**config.mk**
```make
export PLATFORM = sky130hd
export DESIGN_NAME = storage_write_ctrl
export DESIGN_NICKNAME = d
export VERILOG_FILES = /design/src/rtl/storage_write_ctrl.sv
export SDC_FILE = /design/constraint.sdc
export NUM_CORES = 1
export LEC_CHECK = 0
export CAP_MARGIN = 20
export CORE_UTILIZATION = 40
export CTS_CLUSTER_DIAMETER = 150
export CTS_CLUSTER_SIZE = 14
export DETAILED_ROUTE_END_ITERATION = 8
export PLACE_DENSITY = 0.69
export SLEW_MARGIN = 20
export SYNTH_ARGS = -nofsm -noshare
export SYNTH_HDL_FRONTEND = slang
export SYNTH_SLANG_ARGS = --single-unit
```
**constraint.sdc**
```tcl
create_clock -name clk_i -period 2.2 [get_ports clk_i]
set_clock_uncertainty 0.2 [all_clocks]
set_input_delay 0.44 -clock clk_i [delete_from_list [all_inputs] [get_ports clk_i]]
set_output_delay 0.44 -clock clk_i [all_outputs]
set_load 0.1 [all_outputs]
```
**src/rtl/storage_write_ctrl.sv**
```systemverilog
// storage_write_ctrl
//   Buffers upstream bytes in a small FIFO and writes each one into an 8-bit
//   storage register, then reads it back to confirm it stuck. A byte whose
//   readback fails is rewritten up to MAX_RETRY more times; after that it is
//   dropped and the sticky err flag is raised.
//
// Ports
//   clk_i          clock, all state on the rising edge
//   rst_n_i        asynchronous active-low reset
//   in_valid_i     upstream byte valid
//   in_data_i      upstream byte
//   in_ready_o     FIFO can accept a byte this cycle (registered state only)
//   wr_en_o        write strobe to the storage register
//   wr_data_o      data to the storage register
//   rd_data_i      readback from the storage register
//   err_clr_i      synchronous clear of err_o
//   busy_o         FSM not idle, or FIFO non-empty
//   done_pulse_o   one-cycle pulse per byte verified in storage
//   err_o          sticky: a byte was dropped after exhausting retries
//   fifo_count_o   FIFO occupancy, 0..DEPTH
module storage_write_ctrl #(
    parameter int DEPTH     = 4,
    parameter int MAX_RETRY = 2
) (
    input  logic       clk_i,
    input  logic       rst_n_i,
    input  logic       in_valid_i,
    input  logic [7:0] in_data_i,
    output logic       in_ready_o,
    output logic       wr_en_o,
    output logic [7:0] wr_data_o,
    input  logic [7:0] rd_data_i,
    input  logic       err_clr_i,
    output logic       busy_o,
    output logic       done_pulse_o,
    output logic       err_o,
    output logic [3:0] fifo_count_o
);

    localparam int PW = $clog2(DEPTH);
    localparam int RW = (MAX_RETRY < 1) ? 1 : $clog2(MAX_RETRY + 1);
    localparam logic [3:0]    DEPTH_C     = 4'(DEPTH);
    localparam logic [RW-1:0] MAX_RETRY_C = RW'(MAX_RETRY);

    typedef enum logic [1:0] {
        IDLE,
        WRITE,
        VERIFY
    } state_e;

    state_e        state_q, state_d;
    logic [7:0]    mem_q [DEPTH];
    logic [PW-1:0] wr_ptr_q, wr_ptr_d;
    logic [PW-1:0] rd_ptr_q, rd_ptr_d;
    logic [3:0]    count_q, count_d;
    logic [7:0]    hold_q, hold_d;
    logic [RW-1:0] retry_q, retry_d;
    logic          done_q, done_d;
    logic          err_q, err_d;
    logic          push, pop, drop;

    always_comb begin
        push     = in_valid_i && (count_q < DEPTH_C);
        pop      = (state_q == IDLE) && (count_q != '0);
        drop     = 1'b0;
        state_d  = state_q;
        hold_d   = hold_q;
        retry_d  = retry_q;
        done_d   = 1'b0;
        err_d    = err_q;
        wr_ptr_d = wr_ptr_q;
        rd_ptr_d = rd_ptr_q;
        count_d  = count_q;

        case (state_q)
            IDLE: begin
                if (pop) begin
                    hold_d  = mem_q[rd_ptr_q];
                    retry_d = '0;
                    state_d = WRITE;
                end
            end
            WRITE: begin
                state_d = VERIFY;
            end
            VERIFY: begin
                if (rd_data_i == hold_q) begin
                    done_d  = 1'b1;
                    state_d = IDLE;
                end else if (retry_q < MAX_RETRY_C) begin
                    retry_d = retry_q + 1'b1;
                    state_d = WRITE;
                end else begin
                    drop    = 1'b1;
                    state_d = IDLE;
                end
            end
            default: begin
                state_d = IDLE;
            end
        endcase

        // A drop on the same edge as err_clr leaves err set.
        if (drop) begin
            err_d = 1'b1;
        end else if (err_clr_i) begin
            err_d = 1'b0;
        end

        // Power-of-two depth: pointers wrap by natural overflow.
        if (push) begin
            wr_ptr_d = wr_ptr_q + 1'b1;
        end
        if (pop) begin
            rd_ptr_d = rd_ptr_q + 1'b1;
        end

        case ({push, pop})
            2'b10:   count_d = count_q + 4'd1;
            2'b01:   count_d = count_q - 4'd1;
            default: count_d = count_q;
        endcase
    end

    always_ff @(posedge clk_i or negedge rst_n_i) begin
        if (!rst_n_i) begin
            state_q  <= IDLE;
            wr_ptr_q <= '0;
            rd_ptr_q <= '0;
            count_q  <= '0;
            hold_q   <= '0;
            retry_q  <= '0;
            done_q   <= 1'b0;
            err_q    <= 1'b0;
        end else begin
            state_q  <= state_d;
            wr_ptr_q <= wr_ptr_d;
            rd_ptr_q <= rd_ptr_d;
            count_q  <= count_d;
            hold_q   <= hold_d;
            retry_q  <= retry_d;
            done_q   <= done_d;
            err_q    <= err_d;
        end
    end

    // Storage array needs no reset: occupancy is tracked by count/pointers.
    always_ff @(posedge clk_i) begin
        if (push) begin
            mem_q[wr_ptr_q] <= in_data_i;
        end
    end

    // hold_q only changes on the pop edge that enters WRITE, so it doubles as
    // wr_data and keeps its last driven value whenever wr_en is low.
    assign in_ready_o   = (count_q < DEPTH_C);
    assign wr_en_o      = (state_q == WRITE);
    assign wr_data_o    = hold_q;
    assign busy_o       = (state_q != IDLE) || (count_q != '0);
    assign done_pulse_o = done_q;
    assign err_o        = err_q;
    assign fifo_count_o = count_q;

endmodule

```
Yosys cells after proc, flatten, opt, wreduce, memory -nomap -nowiden

Memories as Yosys holds them, arrays and structs flattened. A register that Yosys moved wholly into a read port is not among the register bits.
Cells that the tools add are included.

Flip-flop bits (word level): 14
Latch bits: 0
Bits in writable memories: 32
Memory bits (read-only): 0
Input bits: 20
Output and inout port bits: 17
Logic and storage cells: 53
Memories: 1

Memories:

| memory | depth | bits a word | read ports | clocked after memory_dff | wr ports | line | source |
|---|---|---|---|---|---|---|---|
| mem_q  | 4     | 8           | 1          | 1                        | 1        | 52   | `logic [7:0] mem_q [DEPTH];` |

Add/subtract/negate cells: 5
Multiply operators: 0
Div/mod/pow operators: 0
$lt $le $gt $ge: 2
Equal/unequal tests: 8
Shift operators: 0
Multiplexer cells: 18
Bitwise operators: 0
Reductions and logical operators: 12

Operator list:

| kind                                                        | number |
|---|---|
| 2-to-1 mux 1 bit                                            | 11 |
| == test 8 bit                                               | 1 |
| 2-to-1 mux 2 bit                                            | 4 |
| case mux 4 bit (2 select lines)                             | 1 |
| nonzero test 2 bit                                          | 4 |
| adder 2 x 1 -> 2 bit (second input constant)                | 3 |
| inequality test 2 bit (second input constant)               | 3 |
| case mux 2 bit (3 select lines)                             | 1 |
| adder 4 x 1 -> 4 bit (second input constant)                | 1 |
| == test 2 x 1 -> 1 bit (second input constant)              | 2 |
| == test 2 bit (second input constant)                       | 2 |
| less-than comparator 4 x 3 -> 1 bit (second input constant) | 1 |
| case mux 2 bit (2 select lines)                             | 1 |
| AND reduction 4 bit                                         | 1 |
| nonzero test 4 bit                                          | 1 |
| subtractor 4 x 1 -> 4 bit (second input constant)           | 1 |
| logical AND 1 bit                                           | 2 |
| zero test 2 bit                                             | 1 |
| less-than comparator 2 bit (second input constant)          | 1 |
| AND reduction 2 bit                                         | 1 |
| zero test 1 bit                                             | 1 |
| logical OR 1 bit                                            | 1 |

Longest topological paths before layout

Gate-level depths: netlist of the first run.

Word-level depth: 5
Mapped depth: 11
Gate-level depth less buffers: 10

Worst setup path before layout of the first run

No wires, ideal clock.

Kind: register to register
Start point: register count_q[2] (netlist: fifo_count_o[2])
End point: register count_q[2] (netlist: fifo_count_o[2])
Library setup time: 0.165 ns
Arrival time: 3.799 ns
Required time: 1.835 ns
Setup slack: -1.964 ns
Stages on the path, launching flop included: 11
Path buffers: 0
Period minus slack after synthesis: 4.164 ns
Cell sequence: dfrtp_1 nor2_1 and2_1 inv_1 ha_1 xor2_1 ha_1 a21oi_1 xor2_1 nor2_1 xor2_1

Longest elaborated chain between the ends: 4
Elaborated cells between the ends (all ways): 10
Those cells by class: 2 x add/sub; 1 x order compare; 2 x eq/ne; 1 x mux; 4 x reduce/logical

RTL lines:

| what                                                                  | line | source |
|---|---|---|
| start, declared                                                       | 55   | `logic [3:0] count_q, count_d;` |
| start signal, assigned                                                | 139  | `count_q <= count_d;` |
| less-than comparator 4 x 3 -> 1 bit *                                 | --   |  |
| named net in_ready_o                                                  | 29   | `output logic in_ready_o,` |
| logical AND 1 bit *                                                   | 63   | `push = in_valid_i && (count_q < DEPTH_C);` |
| == test 2 x 1 -> 1 bit or == test 2 bit (tied branches)               | 118  | `case ({push, pop})` |
| case mux 4 bit (2 select lines) or nonzero test 2 bit (tied branches) | --   |  |

Mark *: on every way through the listed nets, which the timed path passes. The rest lies on a longest branch.
A chain may end at the register's enable or synchronous reset.

Final worst setup path of the first run

Start point: register count_q[3] (netlist: fifo_count_o[3])
End point: register count_q[2] (netlist: fifo_count_o[2])

Longest elaborated chain between the ends: 4
Elaborated cells between the ends (all ways): 8
Those cells by class: 1 x order compare; 2 x eq/ne; 1 x mux; 4 x reduce/logical

RTL lines:

| what                                                                      | line |
|---|---|
| less-than comparator 4 x 3 -> 1 bit or nonzero test 4 bit (tied branches) | 63, 64 |
| logical AND 1 bit (on tied branches)                                      | 63, 64 |
| == test 2 x 1 -> 1 bit or == test 2 bit (tied branches)                   | 118 |
| case mux 4 bit (2 select lines) or nonzero test 2 bit (tied branches)     | -- |

Parallel ways exist; a longest one is shown, timed or not.

==> out/metrics.cfg, run 1 <==
[yosys]
synth_cells=154
synth_edf_count=32
async_flop_share=0.407
syn_nets=181
synthMuxAreaShare=0.0872
ys.flop_type=edfxtp_1
synth_compound_area_frac=0.0325
avgSynthCellArea_um2=15.0
synth_top_family_by_area=simple AND/OR/NAND/NOR gates
synth_simple_gate_area_frac=0.108
synth_xor_area_frac=0.0607
ys_warn_count=0
ys_ff_latch=54
ys_seq_area_frac=0.654
syn-cell-area_um2=2310
synthDistinctLibCells=29
synth_fa_ha_area_frac=0.0379

[clock_tree]
cts_sinks=54
ctsHtreeMaxLevel=2
cts-root-buf=clkbuf_8
clock_path_buffers=2
hold_buffers=0
clkTransAtPathRegs_ns=0.10
clk_latency_ns=0.31
numCtsBuffers=5
cts_tree=done

[final_layout]
drive_gt1_frac=0.366
diodes=0
layout.cells.non_filler=288
areaGrowthSynthToFinish_pct=37.1
final_nets=242

[floorplanning]
core_area_um2=5540
die_w_um=78.0
ioPinCount=37
start_util=0.417
rows=27
die_area_um2=6080
die_h_um=78.0

[critical_path]
worst-path-buf-inv=1
worst-path-stages=10
arrival_ns=2.25
critical_path.cell_chain=nor4_4 > nand2b_4 > inv_4 > ha_4 > xor2_2 > ha_2 > a21oi_2 > xor2_1 > nor2_1 > xor2_1
worstSetupEndpointType=flop
r2r_cells=10
crit_top_cell=xor2_1
critical-path-slowest-cell=dfrtp_4
startpoint_type=flop
cpPeakStageDelay_ns=0.50
crit_family=flip-flops
cp_max_fo=3
critPathKind=flop to flop
required_ns=2.20

[place]
place_ws_ns=-0.235
hpwl_um=3100
placed_cells=274
io_buffers=36
place_congestion=0.760

[global_route]
grt_overflow_total=0
grt_start_max_net_pins=23
first_global_vias=1488
grt_usage=0.155
grt_pass1_wl_um=7070
antenna_found_initial=0

[routing]
wl_per_cell_um=15.0
detail-route-antenna-nets=0
drt-initial-drc-count=64
via_per_inst=4.83
drc=0
totalWireLength_um=4330
drt_first_pass_iters=4
via_count=1392

[sta]
finalSetupViolCount=2
hold_viol=0
drv_slew=0
tns_ns=-0.0987
fin_ws_ns=-0.0531
worst_pin_slew_ns=0.446
min_period_over_period=1.02
relSlewSlack=0.703
rsz0062_at_grt=true
period_needed_ns=2.25
fmax_ghz=0.444

[worst_hold_path]
hp-class=primary input to asynchronous set/reset pin

[outcome]
violations=setup timing
outcome=finished, violations left

[flow_run]
drv_cap=0

## final cells by class
| class | count | area (um^2) |
|---|---|---|
| clock buffers | 5 | 68.8 |
| multi-input cells | 90 | 833 |
| inverters | 6 | 25.0 |
| clock inverters | 3 | 47.5 |
| repair buffers | 58 | 578 |
| flip-flops and latches | 54 | 1520 |
| fillers | 430 | 2370 |
| well taps | 72 | 90.1 |
## metrics by stage
step	hold slack (ns)	util	instance area, um^2
2_1_floorplan	-0.0556	-	2350
3_3_place_gp	0.261	0.532	2950
3_5_place_dp	0.287	0.532	2950
4_1_cts	0.276	0.566	3130
5_1_grt	0.276	0.572	3170
6_report	0.267	0.572	3170
## layer usage
metal / vias up / wire, um / GRT usage
li1: 668 / - / -
met1: 682 / 1850 / 0.189
met2: 36 / 2210 / 0.265
met3: 6 / 204 / 0.0459
met4: 0 / 66 / 0.0500
met5: - / 0 / 0
## kinds of logic after synthesis
| kind of cell | Yosys count |
|---|---|
| AO/OA/AOI/OAI | 8 |
| XOR/XNOR | 16 |
| adder cells (fa/ha/maj) | 7 |
| buffers and inverters | 10 |
| flip-flops | 54 |
| multiplexers | 10 |
| AND/OR/NAND/NOR | 49 |
## cell usage after synthesis (3+ instances only)
| cell type | n | share of area |
|---|---|---|
| and3_1 | 4 | 0.011 |
| dfrtp_1 | 22 | 0.24 |
| edfxtp_1 | 32 | 0.42 |
| ha_1 | 7 | 0.038 |
| inv_1 | 6 | 0.0098 |
| mux4_2 | 8 | 0.078 |
| nand2_1 | 29 | 0.047 |
| nor2_1 | 4 | 0.0065 |
| nor4_2 | 3 | 0.016 |
| xnor2_1 | 4 | 0.015 |
| xor2_1 | 12 | 0.046 |
## path summary, 6_finish.rpt
path                                             start                     endpoint  slack (ns)
setup reg to reg           fifo_count_o[3]$_DFFE_PN0P_  fifo_count_o[2]$_DFFE_PN0P_       -0.05
hold / removal                                 rst_n_i     wr_data_o[2]$_DFFE_PN0P_        0.27
max in group asynchronous                      rst_n_i  fifo_count_o[2]$_DFFE_PN0P_        1.29
setup / recovery           fifo_count_o[3]$_DFFE_PN0P_  fifo_count_o[2]$_DFFE_PN0P_       -0.05
hold reg to reg                 retry_q[0]$_DFFE_PN0P_       retry_q[0]$_DFFE_PN0P_        0.29
min in group clk_i              retry_q[0]$_DFFE_PN0P_       retry_q[0]$_DFFE_PN0P_        0.29
## layout by cell type (no fill, tap or decap), types with 2 or more instances in the layout
cell              n
edfxtp_1         32
buf_4            30
nand2_1          29
clkdlybuf4s50_1  19
dfrtp_1          16
xor2_1           11
mux4_2            8
buf_12            7
ha_1              5
clkbuf_8          5
inv_1             4
and3_1            4
xnor2_1           4
dfrtp_2           4
nor2_1            3
nor4_2            2
o21ai_0           2
inv_6             2
dfrtp_4           2
buf_6             2
## registers in the layout (all words and copies together) (netlist names)
name,count
wr_ptr_q,2
rd_ptr_q,2
done_pulse_o,1
wr_data_o,8
fifo_count_o,4
retry_q,2
mem_q,32
state_q,2
err_o,1
## repair_timing
item	4_1_cts	5_1_grt
buffers inserted	4	2
endpoints found under the setup margin	3	4
pin swaps	5	3
gates resized for setup	8	3
Power of run 1 is left out: the tool's default activity adds up to more than one toggle a clock period on the data nets, which glitch-free logic cannot reach.
==> run 2, diff against run 1 <==
--- a/config.mk
+++ b/config.mk
@@ -11,7 +11,8 @@
 export CTS_CLUSTER_SIZE = 14
 export DETAILED_ROUTE_END_ITERATION = 8
 export PLACE_DENSITY = 0.69
-export SLEW_MARGIN = 20
+export SLEW_MARGIN = 15
 export SYNTH_ARGS = -nofsm -noshare
 export SYNTH_HDL_FRONTEND = slang
 export SYNTH_SLANG_ARGS = --single-unit
+export TNS_END_PERCENT = 5
==> run 2 against run 1 <==
The run still ends with setup timing left. Clock-buffer cell count unchanged. Fmax grew 1.3%. Final cell count down 1.7%. Design area down 2.2%. Non-clock buffer count down 5. Die area unchanged. First-iteration DRC count increased by 9.4%. Critical endpoint unchanged. Highest routed layer unchanged.
==> out/metrics.cfg, run 2 (same netlist as run 1, synthesis figures left out) <==
[sta]
min_period_over_period=1.01  ; was 1.02
period_needed_ns=2.23  ; was 2.25 ns
relSlewSlack=0.626  ; was 0.703
worst_pin_slew_ns=0.561  ; was 0.446 ns
fin_ws_ns=-0.0253  ; was -0.0531 ns
fmax_ghz=0.449  ; was 0.444 GHz
drv_slew=0  ; unchanged
rsz0062_at_grt=true  ; unchanged
hold_ws_ns=0.273  ; was 0.267 ns
finalSetupViolCount=1  ; was 2
hold_viol=0  ; unchanged

[final_layout]
regArea_um2=1520  ; about the same
largest_reg_flops=32  ; unchanged
final_util=0.559  ; was 0.572
final_cell_mix=edfxtp_1 (32), nand2_1 (29), buf_4 (24)  ; was edfxtp_1 (32), buf_4 (30), nand2_1 (29)
finalInstanceArea_um2=3100  ; was 3170 um^2
diodes=0  ; unchanged
layout_commonest_cell=edfxtp_1  ; unchanged
areaGrowthSynthToFinish_pct=34.1  ; was 37.1%
multi_input_area_um2=805  ; was 833 um^2
final_nets=237  ; was 242
top_register=mem_q  ; unchanged
drive_gt1_frac=0.327  ; was 0.366
fillers=446  ; was 430

[critical_path]
cp_max_fo=3  ; unchanged
arrival_ns=2.22  ; was 2.25 ns
crit_family=flip-flops  ; unchanged
worst-path-buf-inv=1  ; unchanged
critical_path.cell_chain=nor4_4 > nand2b_4 > inv_4 > ha_4 > xor2_1 > ha_2 > a21oi_2 > xor2_1 > nor2_1 > xor2_1  ; was nor4_4 > nand2b_4 > inv_4 > ha_4 > xor2_2 > ha_2 > a21oi_2 > xor2_1 > nor2_1 > xor2_1
crit_top_cell=xor2_1  ; unchanged
cpPeakStageDelay_ns=0.50  ; about the same
critPathKind=flop to flop  ; unchanged
critical-path-slowest-cell=dfrtp_4  ; unchanged
worstSetupEndpointType=flop  ; unchanged
startpoint_type=flop  ; unchanged
required_ns=2.19  ; was 2.20 ns

[global_route]
first_global_vias=1424  ; was 1488
grt_start_max_net_pins=23  ; unchanged
grt_pass1_wl_um=6940  ; was 7070 um
grt_usage=0.153  ; was 0.155
grt_overflow_total=0  ; unchanged
antenna_found_initial=0  ; unchanged

[routing]
drt_first_pass_iters=4  ; unchanged
drt-initial-drc-count=70  ; was 64
totalWireLength_um=4140  ; was 4330 um
via_per_inst=4.90  ; was 4.83
drc=0  ; unchanged
detail-route-antenna-nets=0  ; unchanged
via_count=1388  ; was 1392
wl_per_cell_um=14.6  ; was 15.0 um

[place]
place_congestion=0.772  ; was 0.760
hpwl_um=3040  ; was 3100 um
io_buffers=36  ; unchanged
place_ws_ns=-0.214  ; was -0.235 ns
place_area_um2=2980  ; was 2950 um^2

[floorplanning]
start_util=0.417  ; unchanged
die_w_um=78.0  ; unchanged
die_h_um=78.0  ; unchanged
ioPinCount=37  ; unchanged
core_area_um2=5540  ; unchanged
die_area_um2=6080  ; unchanged
rows=27  ; unchanged

[clock_tree]
numCtsBuffers=5  ; unchanged
ctsHtreeMaxLevel=2  ; unchanged
cts_sinks=54  ; unchanged
clock_path_buffers=2  ; unchanged
cts-root-buf=clkbuf_8  ; unchanged
clk_latency_ns=0.31  ; about the same
clkTransAtPathRegs_ns=0.09  ; was 0.10 ns
cts_tree=done  ; unchanged

[outcome]
outcome=finished, violations left  ; unchanged
violations=setup timing  ; unchanged

[worst_hold_path]
hp-class=primary input to asynchronous set/reset pin  ; unchanged

[flow_run]
drv_cap=0  ; unchanged

==> run 2: cell count changes in the layout (fill, tap and decap cells not counted), sizes merged <==
cell / delta
buf: -5
bufinv: -1
clkinv: +1
clkinvlp: +1
inv: -1
==> run 2: layout make-up <==
type | count | share of cell area
Tap cell | 72 | 0.0291
Sequential cell | 54 | 0.491
Clock inverter | 3 | 0.00808
Clock buffer | 5 | 0.0222
Multi-Input combinational cell | 90 | 0.260
Inverter | 6 | 0.00808
Timing Repair Buffer | 53 | 0.181
==> run 2: routing by layer <==
| layer | wire (um) | vias up | GRT usage |
|---|---|---|---|
| li1 | - | 662 | - |
| met1 | 1730 | 685 | 0.180 |
| met2 | 2160 | 36 | 0.271 |
| met3 | 223 | 5 | 0.0435 |
| met4 | 34 | 0 | 0.0444 |
| met5 | 0 | - | 0 |
==> run 2: final timing paths <==
kind	start	to	slack [ns]	depth (start not counted)
worst max register to register	fifo_count_o[3]$_DFFE_PN0P_	fifo_count_o[2]$_DFFE_PN0P_	-0.03	10
min in group clk_i	state_q[1]$_DFFE_PN0P_	state_q[1]$_DFFE_PN0P_	0.29	1
worst max-delay path	fifo_count_o[3]$_DFFE_PN0P_	fifo_count_o[2]$_DFFE_PN0P_	-0.03	10
worst min-delay path	rst_n_i	err_o$_DFFE_PN0P_	0.27	2
max in group asynchronous	rst_n_i	fifo_count_o[2]$_DFFE_PN0P_	1.28	2
worst min register to register	state_q[1]$_DFFE_PN0P_	state_q[1]$_DFFE_PN0P_	0.29	1
==> run 2: what timing repair did <==
| action | 4_1_cts | 5_1_grt |
|---|---|---|
| setup endpoints to repair | 2 | 2 |
| hold endpoints to repair | 0 | 0 |
| pin swaps | 3 | 2 |
| hold buffers | 0 | 0 |
| setup buffers | 0 | 0 |
| resized for setup | 6 | 0 |
==> run 2: through the flow <==
stage / std cells / setup TNS [ns]
floorplan: 154 / -2.12
global route: 283 / -0.282
detailed placement: 275 / -0.560
finish: 283 / -0.0253
global placement: 275 / -0.284
CTS: 283 / -0.0313
Power of run 2 is left out for the same reason.
